==> config.mk <==
export PLATFORM = sky130hd
export DESIGN_NAME = fnd_scan_controller
export DESIGN_NICKNAME = d
export VERILOG_FILES = /design/src/rtl/fnd_scan_controller.sv
export SDC_FILE = /design/constraint.sdc
export NUM_CORES = 1
export LEC_CHECK = 0
export ABC_AREA = 1
export CORE_MARGIN = 4
export CORE_UTILIZATION = 53
export DETAILED_ROUTE_END_ITERATION = 10
export GPL_ROUTABILITY_DRIVEN = 0
export HOLD_SLACK_MARGIN = 0.05
export PLACE_DENSITY = 0.84
export SETUP_SLACK_MARGIN = 0.2
export SKIP_CTS_REPAIR_TIMING = 1
export SYNTH_ARGS = -nofsm -noshare
export SYNTH_HDL_FRONTEND = slang
export SYNTH_SLANG_ARGS = --single-unit
==> constraint.sdc <==
create_clock -name i_clk -period 3.1 [get_ports i_clk]
set_input_delay 0.775 -clock i_clk [delete_from_list [all_inputs] [get_ports i_clk]]
set_output_delay 0.775 -clock i_clk [all_outputs]
set_load 0.02 [all_outputs]
==> src/rtl/fnd_scan_controller.sv <==
// Scan controller for a 4-digit common-anode FND, with registered outputs and frame-atomic value updates.
// Define FND_LZB_EN to enable leading-zero blanking.
module fnd_scan_controller #(
    parameter int unsigned SCAN_DIV     = 100000,
    parameter int unsigned BLANK_CYCLES = 1000
) (
    input  logic        i_clk,
    input  logic        i_reset_n,
    input  logic [15:0] i_Value,
    input  logic        i_Load,
    output logic [3:0]  o_Digit_Sel,
    output logic [3:0]  o_Dec_Value,
    output logic        o_Dec_En,
    output logic        o_Frame_Done
);

    localparam int unsigned CntW = (SCAN_DIV > 1) ? $clog2(SCAN_DIV) : 1;

    typedef enum logic {StBlank, StShow} phase_e;

    phase_e          state_q, state_d;
    logic [CntW-1:0] cnt_q, cnt_d;
    logic [1:0]      idx_q, idx_d;
    logic [15:0]     display_q, display_d;
    logic [15:0]     hold_q, hold_d;
    logic            pending_q, pending_d;
    logic [3:0]      sel_q, sel_d;
    logic [3:0]      dec_val_q, dec_val_d;
    logic            dec_en_q, dec_en_d;
    logic            frame_done_q, frame_done_d;

    logic            slot_last;
    logic            boundary;
    logic            blank_lead;
    logic            show;

    always_comb begin
        slot_last = (cnt_q == CntW'(SCAN_DIV - 1));
        boundary  = slot_last && (idx_q == 2'd3);
        cnt_d     = slot_last ? '0 : cnt_q + CntW'(1);
        idx_d     = slot_last ? idx_q + 2'd1 : idx_q;

        state_d = state_q;
        unique case (state_q)
            StBlank: if (cnt_d == CntW'(BLANK_CYCLES)) state_d = StShow;
            StShow:  if (slot_last)                    state_d = StBlank;
            default: state_d = StBlank;
        endcase

        // The display only changes on the frame boundary; a boundary load bypasses hold.
        display_d = display_q;
        hold_d    = hold_q;
        pending_d = pending_q;
        if (boundary) begin
            if (i_Load) begin
                display_d = i_Value;
            end else if (pending_q) begin
                display_d = hold_q;
            end
            pending_d = 1'b0;
        end else if (i_Load) begin
            hold_d    = i_Value;
            pending_d = 1'b1;
        end

`ifdef FND_LZB_EN
        blank_lead = ((idx_d == 2'd3) && (display_d[15:12] == 4'h0)) ||
                     ((idx_d == 2'd2) && (display_d[15:8]  == 8'h00)) ||
                     ((idx_d == 2'd1) && (display_d[15:4]  == 12'h000));
`else
        blank_lead = 1'b0;
`endif

        show         = (state_d == StShow) && !blank_lead;
        sel_d        = show ? ~(4'b0001 << idx_d) : 4'b1111;
        dec_en_d     = !show;
        dec_val_d    = display_d[4*idx_d +: 4];
        frame_done_d = boundary;
    end

    always_ff @(posedge i_clk) begin
        if (!i_reset_n) begin
            state_q      <= StBlank;
            cnt_q        <= '0;
            idx_q        <= 2'd0;
            display_q    <= 16'h0000;
            hold_q       <= 16'h0000;
            pending_q    <= 1'b0;
            sel_q        <= 4'b1111;
            dec_val_q    <= 4'h0;
            dec_en_q     <= 1'b1;
            frame_done_q <= 1'b0;
        end else begin
            state_q      <= state_d;
            cnt_q        <= cnt_d;
            idx_q        <= idx_d;
            display_q    <= display_d;
            hold_q       <= hold_d;
            pending_q    <= pending_d;
            sel_q        <= sel_d;
            dec_val_q    <= dec_val_d;
            dec_en_q     <= dec_en_d;
            frame_done_q <= frame_done_d;
        end
    end

    assign o_Digit_Sel  = sel_q;
    assign o_Dec_Value  = dec_val_q;
    assign o_Dec_En     = dec_en_q;
    assign o_Frame_Done = frame_done_q;

endmodule
* After elaboration in Yosys (flattened, before gate mapping) *
Cells that the tools add are included.

storage, ports and cells
  input bits = 19
  output and inout port bits = 10
  word-level logic and storage cells = 34
  bits in registers = 63

operators by class
  shift-type cells = 2
  bitwise gates (word level) = 4
  eq/ne operators = 3
  add/subtract/negate cells = 2
  reductions and logical operators = 5
  mux-type cells = 8

operators by type and width
  cell                   count
  $mux 16                3
  $add 17x1->17 const B  1
  $eq 17x10->1 const B   1
  $eq 17x17->1 const B   1
  $mux 17                1
  $shiftx 16x5->4        1
  $not 4->4              1
  $reduce_and 2->1       2
  $shl 1x2->4 const A    1
  $not 1->1              3
  $add 2x1->2 const B    1
  $eq 2x2->1 const B     1
  $mux 1                 2
  $mux 2                 1
  $pmux 1 s2             1
  $reduce_or 2->1        1
  $logic_and 1x1->1      1
  $logic_not 1->1        1

* Longest topological paths before layout *
Gate-level depths: netlist of the first run.

  depth after elaboration = 6
  gate-level depth with buffers = 15
  depth with buffers taken out = 15

* Worst setup path before layout of the first run *
No wires, ideal clock.

  kind = input-to-reg
  from = input i_Load
  to = register dec_val_q[0] (netlist: o_Dec_Value[0])
  stages = 10
  required time = 2980 ps
  path buffers = 2
  path slack = 1235 ps
  arrival time = 1745 ps
  library setup time = 120 ps
  path through = buf_2 inv_1 nand2_1 buf_2 o22ai_1 inv_1 o22ai_1 nand2_1 nand3_1 nand3_1

between the ends
  longest elaborated chain between the ends = 3

ends and longest elaborated chain
  element               line  text
  from (decl)           10    input logic i_Load,
  $mux 16               55    if (i_Load) begin
  $mux 16               54    if (boundary) begin
  $shiftx 16x5->4       77    dec_val_d = display_d[4*idx_d +: 4];
  to (signal assigned)  101   dec_val_q <= dec_val_d;
  to (decl)             28    logic [3:0] dec_val_q, dec_val_d;

No other way between the ends.
A chain may end at the register's enable or synchronous reset.

* Final worst setup path of the first run *
  from = input i_Load
  to = register dec_val_q[3] (netlist: o_Dec_Value[3])

Same word-level chain as after synthesis.

==> results of run 1 <==
-- worst max-delay path, stage by stage --
cell             delay (ns)
clkdlybuf4s50_1        0.42
inv_1                  0.32
nand2_1                0.35
o22ai_1                0.27
nand2_1                0.08
o21ai_0                0.11
nand2_1                0.08
nand3_1                0.09
nand3_1                0.06
-- cells in the final DEF, fill, tap and decap left out, drive strengths merged, types with 2 or more instances in the layout --
cell           instances
xor2                   2
nor3                   4
nor2                  65
inv                   41
clkdlybuf4s50         28
clkbuf                11
dfxtp                 63
clkinv                 2
nand2                106
nand4                  6
a21oi                 27
o22ai                 14
nand3                 51
o21ai                 12
buf                    5
bufinv                 2
o21a                   5
ha                     2
mux2i                  4
-- through the flow --
step / setup WS (ns) / instances
6_report: 0.766 / 526
3_3_place_gp: 0.555 / 511
5_1_grt: 0.617 / 526
3_5_place_dp: 0.485 / 511
2_1_floorplan: 1.24 / 421
4_1_cts: 0.786 / 526
-- final cells by class --
type,count,area (sq um),share of cell area
Multi-Input combinational cell,302,1540,0.431
Sequential cell,63,1260,0.353
Timing Repair Buffer,33,318,0.0888
Inverter,41,156,0.0437
Clock buffer,11,141,0.0395
Tap cell,72,90.1,0.0252
Clock inverter,4,70.1,0.0196
-- registers in the layout, summed over array words and instances, names as in the netlist --
signal / cells
o_Digit_Sel: 4
state_q: 1
cnt_q: 17
pending_q: 1
o_Frame_Done: 1
hold_q: 16
display_q: 16
o_Dec_Value: 4
idx_q: 2
o_Dec_En: 1
-- synth_stat cells (5+ instances only) --
library cell and number:
o22ai_1 14, dfxtp_1 63, nor2_1 55, o21ai_0 9
nand3_1 49, nand2_2 5, inv_1 35, inv_2 5
o21a_1 5, nor2_4 5, clkbuf_1 6, a21oi_1 26
nand4_1 6, nand2_1 97
-- path summary, 6_finish.rpt --
check / slack (ns) / end / startpoint / depth (start not counted)
min: 0.46 / hold_q[13]$_SDFFE_PN0P_ / hold_q[13]$_SDFFE_PN0P_ / 2
max: 0.77 / o_Dec_Value[3]$_SDFF_PN0_ / i_Load / 9
max reg2reg: 0.95 / o_Digit_Sel[3]$_SDFF_PN1_ / cnt_q[0]$_SDFF_PN0_ / 12
min reg2reg: 0.46 / hold_q[13]$_SDFFE_PN0P_ / hold_q[13]$_SDFFE_PN0P_ / 2
-- layer usage --
metal	wire (microns)	track usage	up-vias
met2	3360	0.346	92
met1	3120	0.257	1276
met5	0	0	-
li1	-	-	1431
met4	163	0.0936	0
met3	476	0.0573	15
-- power breakdown --
group | leakage [nW] | total, mW | switching, mW | internal (mW)
registers | 0.512 | 0.836 | 0.0105 | 0.825
clock network | 0.109 | 0.773 | 0.306 | 0.468
logic | 0.890 | 0.104 | 0.0560 | 0.0481
-- cells by family after synthesis --
family / after synthesis / synth area share
and+or+nand+nor: 234 / 0.365
DFF: 63 / 0.416
adders and majority gates: 2 / 0.00826
buffers and inverters: 56 / 0.0756
AOI/OAI and AO/OA: 59 / 0.113
muxes: 4 / 0.0132
xor gates and xnor gates: 3 / 0.00867
==> impl_metrics.ini, run 1 <==
[route]
drtPass1Iterations = 6
num_vias = 2814
viasPerCell = 5.35
avgRoutedWirePerCell_microns = 13.5
wl_mm = 7.11
antenna_left = 0
drcViolationCount = 0
drtIter0Drc = 174

[logic_synthesis]
yosysTopAreaCell = dfxtp_1
ys_seq_elements = 63
ys_async_sr_fraction = 0
yosys_warnings = 0
synthDistinctLibCells = 35
syn_area_per_cell_sq_um = 7.20
netlist_area_sq_um = 3030
ys_top_cells_by_area = dfxtp_1 (42%), nand2_1 (12%), nand3_1 (8.1%), nor2_1 (6.8%), inv_1 (4.3%)
synth_edf_count = 0
synth_cells = 421
synth_sequential_area_ratio = 0.416
syn_nets = 442
synth.top_cell.area_share = 0.416
synth_ff_type = dfxtp_1

[sta]
hold_viol = 0
fmax_mhz = 428
worstMarginPinSlew_ns = 0.593
slew_violations = 0
finalSetupViolCount = 0
post-route-period-util = 0.753
rsz0062_at_grt = no
fin_skew_ns = 0.00903
hold_ws_ns = 0.462
maxSlewHeadroom = 0.604
finalSetupTns_ns = 0
post-route-min-period_ns = 2.33

[run]
cap_violations = 0

[worst_hold_path]
min_path_type = reg -> reg

[cells_and_area]
area_growth_syn_to_layout_pct = 18.0
fin_area_sq_um = 3580
drive_above_1_share = 0.106
fillers = 503
fin_util = 0.646
nets = 471
diodes = 0

[global_routing]
grt_first_pass_wirelength_mm = 11.9
grt_pass1_vias = 2630
grt_overflow_total = 0
antenna_found_initial = 0
track_usage = 0.211
grt_max_degree = 27

[worst_setup_path]
crit_path_max_fanout = 13
critPathLaunchType = primary input
critPathCaptureType = register
worstSetupPathType = in -> reg
required_ns = 3.33
arrival_ns = 2.56

[floorplan]
dieArea_sq_um = 6990
start_util = 0.547
io_pins = 29
rows = 27
coreArea_sq_um = 5540
die_x_microns = 83.6
die_h_microns = 83.6

[pwr]
power.leakage_nw = 1.51
peakVddDrop_v = 0.000315
pwr_density_cell_nw_per_um2 = 479
total_power_mw = 1.71

[run_status]
status = completed

[clock_network]
clock_sinks = 63
clk_path_buf_depth = 2
cts_root_buffer = clkbuf_8
numCtsBuffers = 9
cts.clk_slew.worst_paths_ns = 0.06
clock_latency_ns = 0.34
cts_tree = done
ctsHtreeMaxLevel = 3

[placed_design]
port_buffers = 28
place_area_sq_um = 3370
hpwlAfterDp_mm = 5.14
No activity file was read; power rests on OpenSTA's default activity.
==> run 2: changes to the inputs <==
==> constraint.sdc (replaced) <==
create_clock -name i_clk -period 2.3 [get_ports i_clk]
set_input_delay 0.575 -clock i_clk [delete_from_list [all_inputs] [get_ports i_clk]]
set_output_delay 0.575 -clock i_clk [all_outputs]
set_load 0.02 [all_outputs]
==> run 2 against run 1 <==
Combinational power rose by 39%. Global-route usage rose by 0.30 points. Critical path depth rose by 2. Register-to-register slack got worse by 0.58 ns. Clock skew rose by 0.0021 ns. Sequential power rose by 35%. Critical path type is now reg -> reg. Flip-flop and latch count did not move. Highest routed layer unchanged.
==> impl_metrics.ini, run 2 (synthesis results as in run 1) <==
[cells_and_area]
mostFrequentLayoutCells = nand2_1 (96), dfxtp_1 (63), nor2_1 (52)
nets = 479
reg_top3 = cnt_q x17, display_q x16, hold_q x16
area_growth_syn_to_layout_pct = 22.2
diodes = 0
largest_register_ffs = 17
fillers = 465
drive_above_1_share = 0.134
largest_register = cnt_q
mostFrequentLayoutCell = nand2_1
fin_area_sq_um = 3700

[run]
cap_violations = 0

[floorplan]
dieArea_sq_um = 6990
io_pins = 29
die_x_microns = 83.6
rows = 27
start_util = 0.547
coreArea_sq_um = 5540
die_h_microns = 83.6

[pwr]
peakVddDrop_v = 0.000551
pwr_density_cell_nw_per_um2 = 661
power.leakage_nw = 1.56
total_power_mw = 2.45

[route]
wl_mm = 7.51
drtPass1Iterations = 5
drcViolationCount = 0
num_vias = 2918
antenna_left = 0
drtIter0Drc = 207
avgRoutedWirePerCell_microns = 14.0
viasPerCell = 5.45

[worst_setup_path]
arrival_ns = 2.20
worstSetupPathType = reg -> reg
critPathCaptureType = register
critPathLaunchType = register
required_ns = 2.57
crit_path_max_fanout = 5

[sta]
rsz0062_at_grt = no
maxSlewHeadroom = 0.613
finalSetupTns_ns = 0
post-route-min-period_ns = 1.93
slew_violations = 0
fin_skew_ns = 0.0112
post-route-period-util = 0.839
worstMarginPinSlew_ns = 0.580
finalSetupViolCount = 0
hold_viol = 0
fmax_mhz = 518

[global_routing]
grt_overflow_total = 0
grt_first_pass_wirelength_mm = 12.2
antenna_found_initial = 0
grt_pass1_vias = 2654
grt_max_degree = 23
track_usage = 0.214

[placed_design]
place_area_sq_um = 3400
hpwlAfterDp_mm = 5.25
port_buffers = 28

[clock_network]
cts_root_buffer = clkbuf_8
clk_path_buf_depth = 2
ctsHtreeMaxLevel = 3
clock_latency_ns = 0.34
numCtsBuffers = 9
cts_tree = done
clock_sinks = 63
cts.clk_slew.worst_paths_ns = 0.06

[worst_hold_path]
min_path_type = reg -> reg

[run_status]
status = completed
==> run 2: cell types whose count changed in the layout (fill, tap and decap cells not counted), moves of 2 or more <==
cell	delta
nand3_2	+2
clkinvlp_4	+2
buf_4	+6
nor2_2	+3
clkinv_2	-2
nor2_1	-3
==> run 2: critical path, cell delays in order (launching register included) <==
cell	delay, ns
dfxtp_1	0.37
ha_1	0.19
nand2_1	0.10
inv_2	0.10
nand2_1	0.08
nor2_1	0.14
nand4_1	0.25
inv_1	0.19
nand2_1	0.11
nand3_1	0.09
nand3_1	0.10
a21oi_2	0.15
==> run 2: area by class of cell <==
type | count | area (sq um) | area share
Multi-Input combinational cell | 303 | 1570 | 0.423
Sequential cell | 63 | 1260 | 0.341
Inverter | 41 | 156 | 0.0422
Clock inverter | 5 | 105 | 0.0284
Tap cell | 72 | 90.1 | 0.0243
Clock buffer | 11 | 141 | 0.0382
Timing Repair Buffer | 40 | 383 | 0.103
==> run 2: stage by stage <==
step / worst slack (ns) / cells / hold WS, ns / utilization
global placement: 0.191 / 516 / 0.450 / 0.614
detailed placement: 0.160 / 516 / 0.456 / 0.614
floorplan: 0.626 / 421 / 0.439 / -
global route: 0.179 / 535 / 0.489 / 0.668
finish: 0.370 / 535 / 0.465 / 0.668
CTS: 0.219 / 532 / 0.464 / 0.659
==> run 2: where the power goes <==
part / leakage (nW) / internal, mW / total [mW] / switching (mW)
logic: 0.928 / 0.0684 / 0.145 / 0.0766
clock network: 0.116 / 0.749 / 1.17 / 0.425
registers: 0.512 / 1.11 / 1.13 / 0.0140
total: 1.56 / 1.93 / 2.45 / 0.516
==> run 2: routing by layer <==
metal,track usage,vias up,part of all wire
li1,-,1451,-
met1,0.267,1327,0.43
met2,0.358,124,0.48
met3,0.0573,16,0.070
met4,0.0673,0,0.019
met5,0,-,0
==> run 2: path summary, 6_finish.rpt <==
check	from	to	slack, ns	cells past startpoint
worst max-delay path	cnt_q[0]$_SDFF_PN0_	o_Dec_Value[1]$_SDFF_PN0_	0.37	11
worst min-delay path	hold_q[15]$_SDFFE_PN0P_	hold_q[15]$_SDFFE_PN0P_	0.47	2
worst max register to register	cnt_q[0]$_SDFF_PN0_	o_Dec_Value[1]$_SDFF_PN0_	0.37	11
worst min register to register	hold_q[15]$_SDFFE_PN0P_	hold_q[15]$_SDFFE_PN0P_	0.47	2
